`src/rtl/plab5_mcore_mem_resp_net_serializer_pkg.sv`:
```
// Shared types and message-field helpers for the memory-response-to-network serializer.
// Field layout: mem resp control = {type[2:0], opaque, len[1:0]}; net msg = {dest, src, opaque, payload}.
package plab5_mcore_mem_resp_net_serializer_pkg;

  typedef enum logic {
    ST_IDLE = 1'b0,
    ST_SEND = 1'b1
  } state_t;

  localparam int          MEM_RESP_TYPE_NBITS = 3;
  localparam int          MEM_RESP_LEN_NBITS  = 2;
  localparam logic [2:0]  MEM_RESP_TYPE_READ  = 3'd0;

  function automatic int net_msg_nbits(input int payload_nbits, input int opaque_nbits,
                                       input int srcdest_nbits);
    return payload_nbits + opaque_nbits + 2 * srcdest_nbits;
  endfunction

  function automatic logic is_read(input logic [MEM_RESP_TYPE_NBITS-1:0] t);
    return t == MEM_RESP_TYPE_READ;
  endfunction

endpackage

```
`src/rtl/plab5_mcore_mem_resp_net_serializer.sv`:
```
// Serializes one cacheline memory response into word-sized network flits on a val/rdy stream.
// Domain tag travels with the line; data and tag are scrubbed when a burst ends with nothing behind it.
module plab5_mcore_mem_resp_net_serializer
  import plab5_mcore_mem_resp_net_serializer_pkg::*;
#(
  parameter int p_net_src           = 0,
  parameter int p_num_ports         = 4,
  parameter int p_mem_opaque_nbits  = 8,
  parameter int p_mem_data_nbits    = 32,
  parameter int p_net_opaque_nbits  = 4,
  parameter int p_net_srcdest_nbits = 3,
  parameter int p_cacheline_nwords  = 4,
  parameter int p_dest_from_opaque  = 1,
  parameter int p_fixed_dest        = 1,
  localparam int CW = MEM_RESP_TYPE_NBITS + p_mem_opaque_nbits + MEM_RESP_LEN_NBITS,
  localparam int OW = net_msg_nbits(CW, p_net_opaque_nbits, p_net_srcdest_nbits)
) (
  input  logic                                        clk,
  input  logic                                        reset,
  input  logic                                        in_domain,
  input  logic                                        in_val,
  output logic                                        in_rdy,
  input  logic [CW-1:0]                               in_msg_control,
  input  logic [p_cacheline_nwords*p_mem_data_nbits-1:0] in_msg_data,
  output logic                                        out_val,
  input  logic                                        out_rdy,
  output logic                                        out_domain,
  output logic [OW-1:0]                               out_msg_control,
  output logic [p_mem_data_nbits-1:0]                 out_msg_data
);

  localparam int MO = p_mem_opaque_nbits;
  localparam int MD = p_mem_data_nbits;
  localparam int NO = p_net_opaque_nbits;
  localparam int NS = p_net_srcdest_nbits;
  localparam int NW = p_cacheline_nwords;
  localparam int IW = (NW > 1) ? $clog2(NW) : 1;

  if (NO < IW || NS > MO || p_num_ports < 1) begin : g_bad_cfg
    $error("serializer: inconsistent net/mem field widths or port count");
  end

  state_t          r_state;
  logic [IW-1:0]   r_idx;
  logic [IW-1:0]   r_last;
  logic [MD-1:0]   r_words [NW];
  logic [CW-1:0]   r_ctrl;
  logic [NS-1:0]   r_dest;
  logic            r_domain;

  logic            w_last;
  logic            w_fire;
  logic            w_accept;
  logic            w_is_read;
  logic [NS-1:0]   w_dest_in;
  logic [NO-1:0]   w_idx_ext;

  assign w_is_read = is_read(in_msg_control[CW-1 -: MEM_RESP_TYPE_NBITS]);
  assign w_dest_in = (p_dest_from_opaque != 0) ? in_msg_control[MO+1 -: NS] : NS'(p_fixed_dest);
  assign w_idx_ext = NO'(r_idx);

  assign out_val  = (r_state == ST_SEND);
  assign w_last   = (r_idx == r_last);
  assign w_fire   = out_val & out_rdy;
  // Accept while idle, or on the final handshake of a burst so lines stream without a bubble.
  assign in_rdy   = reset & ((r_state == ST_IDLE) | (w_fire & w_last));
  assign w_accept = in_val & in_rdy;

  assign out_domain      = r_domain;
  assign out_msg_data    = r_words[r_idx];
  assign out_msg_control = out_val ? {r_dest, NS'(p_net_src), w_idx_ext, r_ctrl} : '0;

  always_ff @(posedge clk or negedge reset) begin
    if (!reset) begin
      r_state  <= ST_IDLE;
      r_idx    <= '0;
      r_last   <= '0;
      r_ctrl   <= '0;
      r_dest   <= '0;
      r_domain <= 1'b0;
      for (int i = 0; i < NW; i++) r_words[i] <= '0;
    end else if (w_accept) begin
      r_state  <= ST_SEND;
      r_idx    <= '0;
      r_last   <= w_is_read ? IW'(NW - 1) : '0;
      r_ctrl   <= in_msg_control;
      r_dest   <= w_dest_in;
      r_domain <= in_domain;
      for (int i = 0; i < NW; i++) r_words[i] <= w_is_read ? in_msg_data[i*MD +: MD] : '0;
    end else if (w_fire) begin
      if (w_last) begin
        r_state  <= ST_IDLE;
        r_idx    <= '0;
        r_ctrl   <= '0;
        r_dest   <= '0;
        r_domain <= 1'b0;
        for (int i = 0; i < NW; i++) r_words[i] <= '0;
      end else begin
        r_idx <= r_idx + 1'b1;
      end
    end
  end

endmodule

```
`config.mk`:
```
export PLATFORM = sky130hd
export DESIGN_NAME = plab5_mcore_mem_resp_net_serializer
export DESIGN_NICKNAME = d
export VERILOG_FILES = /design/src/rtl/plab5_mcore_mem_resp_net_serializer_pkg.sv /design/src/rtl/plab5_mcore_mem_resp_net_serializer.sv
export SDC_FILE = /design/constraint.sdc
export NUM_CORES = 1
export LEC_CHECK = 0
export CAP_MARGIN = 30
export CORE_MARGIN = 10
export CORE_UTILIZATION = 39
export DETAILED_ROUTE_END_ITERATION = 10
export PLACE_DENSITY = 0.74
export SYNTH_ARGS = -nofsm -noshare
export SYNTH_HDL_FRONTEND = slang
export SYNTH_SLANG_ARGS = --single-unit
export TNS_END_PERCENT = 1
```
`constraint.sdc`:
```
create_clock -name clk -period 3.9 [get_ports clk]
set_input_delay 0.78 -clock clk [delete_from_list [all_inputs] [get_ports clk]]
set_output_delay 0.78 -clock clk [all_outputs]
set_load 0.01 [all_outputs]
```
==> flow_summary.ini, run 1 <==
[outcome]
status = finished clean

[critical_path]
crit_path_end_kind = primary output
crit_cells = 5
crit_family = buffers and inverters
cp-endpoint = in_rdy
slowest_stage = clkdlybuf4s50_1
cp-start-kind = input pin
reg2reg_to = r_words[123]$_DFFE_PN0P_
cp_data_arrival_time_ns = 2.70
critPathBufInv = 2
crit_fanout = 5
reg2reg_slack_ns = 1.08
crit_chain = clkdlybuf4s50_1 > or4b_4 > and3_1 > nor2b_1 > clkdlybuf4s50_1
max_stage_delay_ns = 0.56
worstPathRequired_ns = 3.12
reg2reg_depth = 5
path_common_cell = clkdlybuf4s50_1
worstSetupPathType = input pin to primary output
cp-startpoint = out_rdy
rr_startpoint = r_idx[0]$_DFFE_PN0P_

[die]
initial_core_util_pct = 39.37
die_h_um = 184.5
fp.dieW_um = 184.5
io_pins = 204
core.rowCount = 60
die-area_mm2 = 0.03404
core_mm2 = 0.02680

[clocking]
clkTransAtPathRegs_ns = 0.06
insertion_delay_ns = 0.43
postCtsSetupBuffers = 0
cts_tree = yes
clock_path_buffers = 2
cts_hold_buf = 0
root_buffer = clkbuf_16
cts_made_buffers = 17
cts_sinks = 146
h-tree-depth = 4
cts_resized = 0

[finish]
finalInstanceArea_mm2 = 0.01317
final_cell_count_no_fill = 1515
antenna_cells = 0
fin_util_pct = 49.15
area_growth_pct = 24.82
drive_above_1_share_pct = 9.881
fin_nets = 1308
fillers = 2397

[synth]
avgSynthCellArea_um2 = 9.717
netlist_instances = 1086
netlist_area_mm2 = 0.01055
ys_types = 29
synth_warnings = 0
ys_ff_latch = 146
yosysSeqAreaShare_pct = 34.62

[global_route]
grtUsageTotal_pct = 20.14
antenna_found_initial = 3
grt_pass1_vias = 9325
grt_pass1_wl_um = 54970
overflow = 0
grt_start_max_net_pins = 113

[timing]
fmax_mhz = 287.3
drv_slew = 0
setup_tns_ns = 0
period_share_pct = 89.25
tightest_slew_ns = 1.015
rsz0062_at_grt = no
setup_viol = 0
finalHoldViolations = 0
worst_slack_ns = 0.4193
whs_ns = 0.2173
fin_worst_skew_ns = 0.01103
slew_headroom_pct = 32.37
period_needed_ns = 3.481

[placed_design]
place_area_mm2 = 0.01257
placed_cells = 1483
place_ws_ns = 0.4281
port_buffers = 198
dp_hpwl_um = 23350
place_congestion = 0.8635

[routing]
drt_first_pass_iters = 5
vias = 10090
drt-total-wl_um = 35770
drc = 0
first_iter_violations = 1374
vias_per_cell = 6.657
post_drt_wl_per_cell_um = 23.61
drtAntennaViolNets = 0

[power_and_ir_drop]
power.total_mw = 6.826
p_leak_nw = 4.517
seq_power_share_pct = 34.0
p_comb_share_pct = 41.8
irDropWorstVdd_mv = 0.3576
intPower_mw = 4.102
switchingPower_mw = 2.724
sw_frac_of_total_pct = 39.90
p_clk_share_pct = 24.3
powerDensity_mw_per_mm2 = 518.2

[worst_hold_path]
hp-class = input pin to async pin

[flow_run]
cap_violations = 0
worst register-to-register path: cells and delay by family (launching register included):
family,cells,cell delay [ns]
flip-flops,1,0.75
buffers and inverters,2,1.06
AO/OA/AOI/OAI,1,0.20
AND/OR/NAND/NOR,2,0.67
cells in the mapped netlist:
cell type	n	share of area [%]
or4_1	1	0.071
nand3_1	15	0.71
buf_4	8	0.57
nand4_1	129	7.6
buf_6	2	0.21
nor2_1	1	0.036
a21oi_1	16	0.76
mux4_2	32	6.8
o22ai_1	1	0.059
nand2b_1	1	0.059
dfrtp_1	146	35
o31ai_1	1	0.071
xor2_1	1	0.083
nand2_1	132	4.7
o221ai_1	128	11
buf_1	17	0.60
a21bo_2	14	1.3
mux2i_1	129	12
and2_1	17	1.0
a221o_1	14	1.3
nor2b_1	1	0.059
or4b_1	1	0.095
o211ai_1	1	0.071
nor4b_1	128	11
conb_1	1	0.036
and3_1	1	0.059
buf_2	20	0.95
clkbuf_1	127	4.5
inv_1	1	0.036
power groups by stage:
stage          logic [mW]  registers (mW)  clock network (mW)
3_3_place_gp         2.73            2.30                   0
3_5_place_dp         2.80            2.32                   0
6_report             2.85            2.32                1.66
5_1_grt              3.08            2.36                1.73
2_1_floorplan        1.96            2.10                   0
4_1_cts              2.81            2.30                1.67
layout by cell type (no fill, tap or decap), types with 3 or more instances in the layout:
cell | Yosys | routed
conb_1 | 1 | 5
dfrtp_1 | 146 | 143
nor4b_1 | 128 | 128
a21oi_1 | 16 | 16
buf_12 | 0 | 6
a21bo_2 | 14 | 14
and2_1 | 17 | 15
mux4_2 | 32 | 32
clkinv_4 | 0 | 3
clkinvlp_4 | 0 | 3
mux2i_1 | 129 | 129
clkbuf_16 | 0 | 17
clkdlybuf4s50_1 | 0 | 194
a221o_1 | 14 | 14
nand3_1 | 15 | 15
o221ai_1 | 128 | 128
buf_4 | 8 | 24
clkinv_2 | 0 | 4
nand2_1 | 132 | 132
nand4_1 | 129 | 129
registers in the layout, summed over array words and instances (netlist names):
signal,count
out_val,1
out_domain,1
r_words,128
r_last,1
r_ctrl,13
r_idx,2
worst min-delay path by stage:
stage / startpoint / endpoint / slack [ns] / depth (start not counted)
after floorplan: reset / out_domain$_DFFE_PN0P_ / 0.48 / 0
after global placement: r_ctrl[3]$_DFFE_PN0P_ / r_ctrl[3]$_DFFE_PN0P_ / 0.50 / 1
after detailed placement: r_ctrl[1]$_DFFE_PN0P_ / r_ctrl[1]$_DFFE_PN0P_ / 0.51 / 1
after CTS: reset / out_domain$_DFFE_PN0P_ / 0.21 / 1
after global routing: reset / r_ctrl[4]$_DFFE_PN0P_ / 0.22 / 1
final: reset / out_domain$_DFFE_PN0P_ / 0.22 / 1
metal layers:
layer  up-vias  track usage [%]  wire (um)
li1       4499                -          -
met2       468            28.14      15680
met3        36            5.021       3236
met1      5080            29.76      16160
met5         -                0          9
met4         2            5.572        680
cell type report:
| cell class | instances | area [um^2] | area share (%) |
|---|---|---|---|
| clock buffers | 18 | 439.2 | 3.334 |
| clock inverters | 13 | 137.6 | 1.045 |
| inverters | 1 | 3.754 | 0.02850 |
| multi-input cells | 769 | 6196 | 47.04 |
| flip-flops and latches | 146 | 3660 | 27.79 |
| well taps | 341 | 426.7 | 3.239 |
| repair buffers | 227 | 2308 | 17.53 |
kinds of logic (layout without fill, tap and decap cells):
kind of cell / count (synthesis) / count (layout) / synth area share (%)
DFF: 146 / 146 / 34.62
buffers and inverters: 175 / 259 / 6.889
other: 1 / 5 / 0.03554
and+or+nand+nor: 427 / 427 / 25.07
xor gates and xnor gates: 1 / 1 / 0.08301
AOI/OAI and AO/OA: 175 / 175 / 14.24
muxes: 161 / 161 / 19.07
Power figures use the tool's default switching activity.
==> run 2: changes to the inputs <==
--- a/config.mk
+++ b/config.mk
@@ -8,8 +8,10 @@
 export CAP_MARGIN = 30
 export CORE_MARGIN = 10
 export CORE_UTILIZATION = 39
+export CTS_BUF_LIST = sky130_fd_sc_hd__clkbuf_16
 export DETAILED_ROUTE_END_ITERATION = 10
 export PLACE_DENSITY = 0.74
+export REMOVE_ABC_BUFFERS = 1
 export SYNTH_ARGS = -nofsm -noshare
 export SYNTH_HDL_FRONTEND = slang
 export SYNTH_SLANG_ARGS = --single-unit
==> run 2 against run 1 <==
Flip-flop and latch count unchanged. First-iteration DRC count decreased by 9.5%. Sequential power about the same. Count of clock-buffer cells in the layout decreased by 1. Non-clock buffer count unchanged. Core utilization increased by 0.18 points. Register-to-register slack got worse by 0.36 ns. Clock skew decreased by 0.0032 ns. Maximum frequency increased by 0.92%. Critical path type unchanged.
==> flow_summary.ini, run 2 (synthesis gave the netlist of run 1 again) <==
[outcome]
status = finished clean

[routing]
drc = 0
wl_met3_um = 2787
drt-total-wl_um = 32340
vias = 9724
vias_per_cell = 6.410
routed-wl-met2_um = 14790
met1_length_um = 14370
first_iter_violations = 1243
post_drt_wl_per_cell_um = 21.32
drt_first_pass_iters = 5
drtAntennaViolNets = 0
highest-signal-layer = met5

[timing]
fmax_mhz = 289.9
rsz0062_at_grt = no
finalHoldViolations = 0
period_share_pct = 88.44
setup_viol = 0
period_needed_ns = 3.449
slew_headroom_pct = 35.04
whs_ns = 0.2281
fin_worst_skew_ns = 0.007848
drv_slew = 0
tightest_slew_ns = 0.9744

[flow_run]
cap_violations = 0

[global_route]
grtUsageTotal_pct = 18.37
grt_pass1_wl_um = 51300
overflow = 0
grt_pass1_vias = 9582
antenna_found_initial = 1
grt_start_max_net_pins = 106

[die]
die-area_mm2 = 0.03404
initial_core_util_pct = 39.37
fp.dieW_um = 184.5
io_pins = 204
core.rowCount = 60
core_mm2 = 0.02680
die_h_um = 184.5

[placed_design]
place_area_mm2 = 0.01256
dp_hpwl_um = 19860
place_congestion = 0.7430
port_buffers = 198

[critical_path]
cp_data_arrival_time_ns = 2.67
crit_path_end_kind = primary output
worstSetupPathType = input pin to primary output
crit_fanout = 5
cp-start-kind = input pin
worstPathRequired_ns = 3.12

[power_and_ir_drop]
p_clk_share_pct = 26.2
irDropWorstVdd_mv = 0.3603
p_leak_nw = 4.537
intPower_mw = 4.189
sw_frac_of_total_pct = 38.87
powerDensity_mw_per_mm2 = 518.3
switchingPower_mw = 2.663
p_comb_share_pct = 40.0
seq_power_share_pct = 33.8

[finish]
mostFrequentLayoutCells = 194 x clkdlybuf4s50_1, 143 x dfrtp_1, 132 x nand2_1
largest_register_ffs = 128
layout_commonest_cell = clkdlybuf4s50_1
top_regs = r_words: 128 flops, r_ctrl: 13 flops, r_idx: 2 flops
fin_nets = 1308
top_register = r_words
area_growth_pct = 25.28
finalInstanceArea_mm2 = 0.01322
drive_above_1_share_pct = 9.957

[clocking]
insertion_delay_ns = 0.43
cts_made_buffers = 17
cts_resized = 0
cts_sinks = 146
clkTransAtPathRegs_ns = 0.07
clock_path_buffers = 2
cts_hold_buf = 0
postCtsSetupBuffers = 0
root_buffer = clkbuf_16
cts_tree = yes
h-tree-depth = 4

[worst_hold_path]
hp-class = input pin to async pin
## run 2: worst paths after layout
path,from,to,slack [ns],cells after the start
setup / recovery,out_rdy,in_rdy,0.45,5
max in group asynchronous,reset,r_words[104]$_DFFE_PN0P_,2.45,2
hold / removal,reset,r_ctrl[0]$_DFFE_PN0P_,0.23,1
min in group clk,r_ctrl[10]$_DFFE_PN0P_,r_ctrl[10]$_DFFE_PN0P_,0.53,1
setup reg to reg,r_idx[1]$_DFFE_PN0P_,r_words[115]$_DFFE_PN0P_,0.72,5
hold reg to reg,r_ctrl[10]$_DFFE_PN0P_,r_ctrl[10]$_DFFE_PN0P_,0.53,1
## run 2: layout make-up
class	instances	area, um^2
Fill cell	2387	13580
Multi-Input combinational cell	769	6196
Sequential cell	146	3660
Timing Repair Buffer	227	2301
Tap cell	341	426.7
Clock buffer	17	425.4
Clock inverter	15	205.2
Inverter	1	3.754
Antenna cell	1	2.502
## run 2: power groups by stage
stage | Sequential [mW] | Clock (mW) | Combinational (mW)
6_report | 2.31 | 1.79 | 2.74
5_1_grt | 2.38 | 1.89 | 2.98
4_1_cts | 2.31 | 1.82 | 2.75
3_5_place_dp | 2.33 | 0 | 2.75
3_3_place_gp | 2.30 | 0 | 2.69
2_1_floorplan | 2.46 | 0 | 1.42
## run 2: routing by layer
layer | vias to the layer above | GRT usage (%)
li1 | 4504 | -
met1 | 4870 | 24.32
met2 | 320 | 27.95
met3 | 28 | 6.478
met4 | 2 | 4.490
met5 | - | 0
## run 2: worst max-delay path: stages
cell and delay (ns):
clkdlybuf4s50_1 0.54, or4b_4 0.48, and3_1 0.19, nor2b_1 0.11, clkdlybuf4s50_1 0.56
## run 2: through the flow
| stage | TNS, ns | util [%] | std cells | setup WS [ns] | power, mW |
|---|---|---|---|---|---|
| after global routing | 0 | 49.32 | 1516 | 0.3442 | 7.246 |
| after floorplan | -607.42 | - | 916 | -4.099 | 3.880 |
| after CTS | 0 | 49.22 | 1515 | 0.4423 | 6.885 |
| final | 0 | 49.33 | 1517 | 0.4510 | 6.852 |
| after detailed placement | 0 | 46.86 | 1483 | 0.3016 | 5.075 |
| after global placement | 0 | 46.86 | 1483 | 0.3389 | 4.988 |
==> RTL edit, RTL diff (settings of run 2) <==
Set the parameter `p_mem_opaque_nbits` to 12 (it was 8).
--- a/src/rtl/plab5_mcore_mem_resp_net_serializer.sv
+++ b/src/rtl/plab5_mcore_mem_resp_net_serializer.sv
@@ -5,7 +5,7 @@
 #(
   parameter int p_net_src           = 0,
   parameter int p_num_ports         = 4,
-  parameter int p_mem_opaque_nbits  = 8,
+  parameter int p_mem_opaque_nbits  = 12,
   parameter int p_mem_data_nbits    = 32,
   parameter int p_net_opaque_nbits  = 4,
   parameter int p_net_srcdest_nbits = 3,
Ports: changed (resized in_msg_control and out_msg_control); port bits go from 204 to 212. The function was not compared with the original's and may differ.
==> RTL edit against run 2 <==
- worst hold slack better by 0.091 ns
- first-iteration DRC count is 8.6% lower
- sequential cell count is 4 higher
- synthesized cell count is 2.5% higher
- worst setup slack worse by 0.17 ns
- register-to-register slack better by 0.66 ns
- wire length is 5.5% higher
- synthesized area is 3.7% higher
- power is 2.2% higher
- cell area is 3.3% higher
- maximum frequency is 4.6% lower
- largest power group unchanged
==> RTL edit: results (changes against run 2) <==
| Metric | Value |
|---|---|
| CTS resizes | 0 (unchanged) |
| Reg clk slew, reported paths | 0.06 ns |
| Slowest-stage cell, CP | clkdlybuf4s50_1 |
| H-tree levels | 4 (unchanged) |
| EDFF count, synth | 0 (unchanged) |
| RD Place Congestion | 0.752 (+1.2%) |
| Fill count | 2508 (+5.1%) |
| First drt pass iteration count | 5 (unchanged) |
| Post-synthesis compound-gate area fraction | 14.8% (+0.51 points) |
| Worst-Margin Slew | 0.977 ns (+0.00235 ns) |
| Final HPWL DP | 20700 um (+4.1%) |
| Largest regs | r_words: 128 flops, r_ctrl: 17 flops, r_idx: 2 flops |
| Area post-placement | 0.0130 mm^2 (+3.6%) |
| DR WL/cell | 21.4 um (+0.55%) |
| Metal3 WL | 2600 um (-6.9%) |
| Mux cell area share after synthesis | 18.4% (-0.67 points) |
| Wl on met1 | 15200 um (+5.5%) |
| Crit path max fanout | 21 (+16) |
| Net Sw Frac | 38.8% (-0.078 points) |
| Number of CTS-inserted buffers | 17 (unchanged) |
| Skew final | 0.00793 ns (+0.0000859 ns) |
| Share of post-route cells with drive strength above 1 | 10.2% (+0.21 points) |
| Routed vias | 10100 (+3.7%) |
| Synth unique cells | 31 (+6.9%) |
| Post-CTS setup buffers | 0 (unchanged) |
| GRT Overall Usage | 18.7% (+0.35 points) |
| Most frequent cells after synthesis | dfrtp_1 (150), nand2_1 (132), mux2i_1 (129), nand4_1 (129) |
| First-pass GRT wire length | 55300 um (+7.8%) |
| Initial antenna violation count | 5 (+4) |
| Largest net degree at the start of global routing | 115 (+8.5%) |
| Clock Latency Late Sink | 0.42 ns |
| Max incr delay on CP | 0.57 ns |
| PortBufs | 206 (+4.0%) |
| Yosys warns | 0 (unchanged) |
| Root buf cell | clkbuf_16 |
| NumNets Final | 1347 (+3.0%) |
| Hold Crit Class | input pin to asynchronous set/reset pin |
| DR WL met2 | 15900 um (+7.4%) |
| Critical Path AT | 2.84 ns (+0.17 ns) |
| Initial DRC count | 1136 (-8.6%) |
| Xor and xnor area share after synthesis | 0.0801% (-0.0029 points) |
| CP delay by family, top | buffers and inverters |
| Worst vdd ir | 0.000406 V (+13%) |
| Async set or reset register ratio after synthesis | 100% (unchanged) |
| Status | finished, final reports clean |
| Top sig layer | met5 |
| Synth top area cells | dfrtp_1 (34%), mux2i_1 (12%), nor4b_1 (10%), o221ai_1 (10%), nand4_1 (7.4%) |
| Adder-cell area share of the yosys netlist | 0% (unchanged) |
| Sequential area share after synthesis | 34.3% (-0.31 points) |
| Max Buffers Root-to-Sink | 2 (unchanged) |
| Leakage | 4.70 nW (+3.6%) |
[RTL edit: changes by cell type after synthesis, moves of 2 or more]
cell / change
buf_1: +2
buf_2: +2
buf_6: +14
a221o_1: +4
and2_1: +3
nand3_1: +4
a21bo_2: +4
clkbuf_1: -16
a21oi_1: +3
dfrtp_1: +4
[RTL edit: path summary, 6_finish.rpt]
check	start	to	slack [ns]	cells after the start
hold reg to reg	r_ctrl[9]	r_ctrl[9]	0.53	1
hold / removal	reset	r_ctrl[13]	0.32	1
min in group clk	r_ctrl[9]	r_ctrl[9]	0.53	1
max in group asynchronous	reset	r_idx[0]	2.19	2
setup / recovery	out_rdy	in_rdy	0.28	5
setup reg to reg	r_idx[1]	r_words[110]	1.38	5
[RTL edit: power by group through the flow]
stage	Clock, mW	Sequential [mW]	Combinational [mW]
2_1_floorplan	0	2.53	1.50
3_3_place_gp	0	2.33	2.87
3_5_place_dp	0	2.36	2.93
4_1_cts	1.72	2.34	2.95
5_1_grt	1.79	2.41	3.22
6_report	1.68	2.35	2.97
[RTL edit: cells by family after synthesis]
kind of cell,count (synthesis)
AOI/OAI and AO/OA,187
other,1
and+or+nand+nor,435
buffers and inverters,178
DFF,150
muxes,161
xor gates and xnor gates,1
[RTL edit: area by class of cell]
type,instances,area (um^2),area share (%)
multi-input cells,789,6360,46.6
diodes,3,7.51,0.0550
repair buffers,238,2460,18.0
flip-flops and latches,150,3760,27.6
clock buffers,17,425,3.12
well taps,378,473,3.46
clock inverters,15,160,1.17
inverters,1,3.75,0.0275
[RTL edit: metal layers]
| layer | GRT usage [%] | vias to the layer above |
|---|---|---|
| met5 | 0 | - |
| met4 | 4.46 | 4 |
| met3 | 6.10 | 31 |
| met2 | 29.1 | 331 |
| met1 | 24.7 | 5097 |
| li1 | - | 4625 |
[RTL edit: metrics by stage]
step	utilization (%)	instances	hold WS [ns]	TNS (ns)	power, mW
finish	49.3	1591	0.320	0	7.00
global route	49.3	1590	0.325	0	7.42
CTS	49.1	1586	0.315	0	7.00
detailed placement	47.0	1554	0.512	0	5.29
global placement	46.9	1553	0.502	0	5.20
floorplan	-	940	0.484	-627.28	4.03
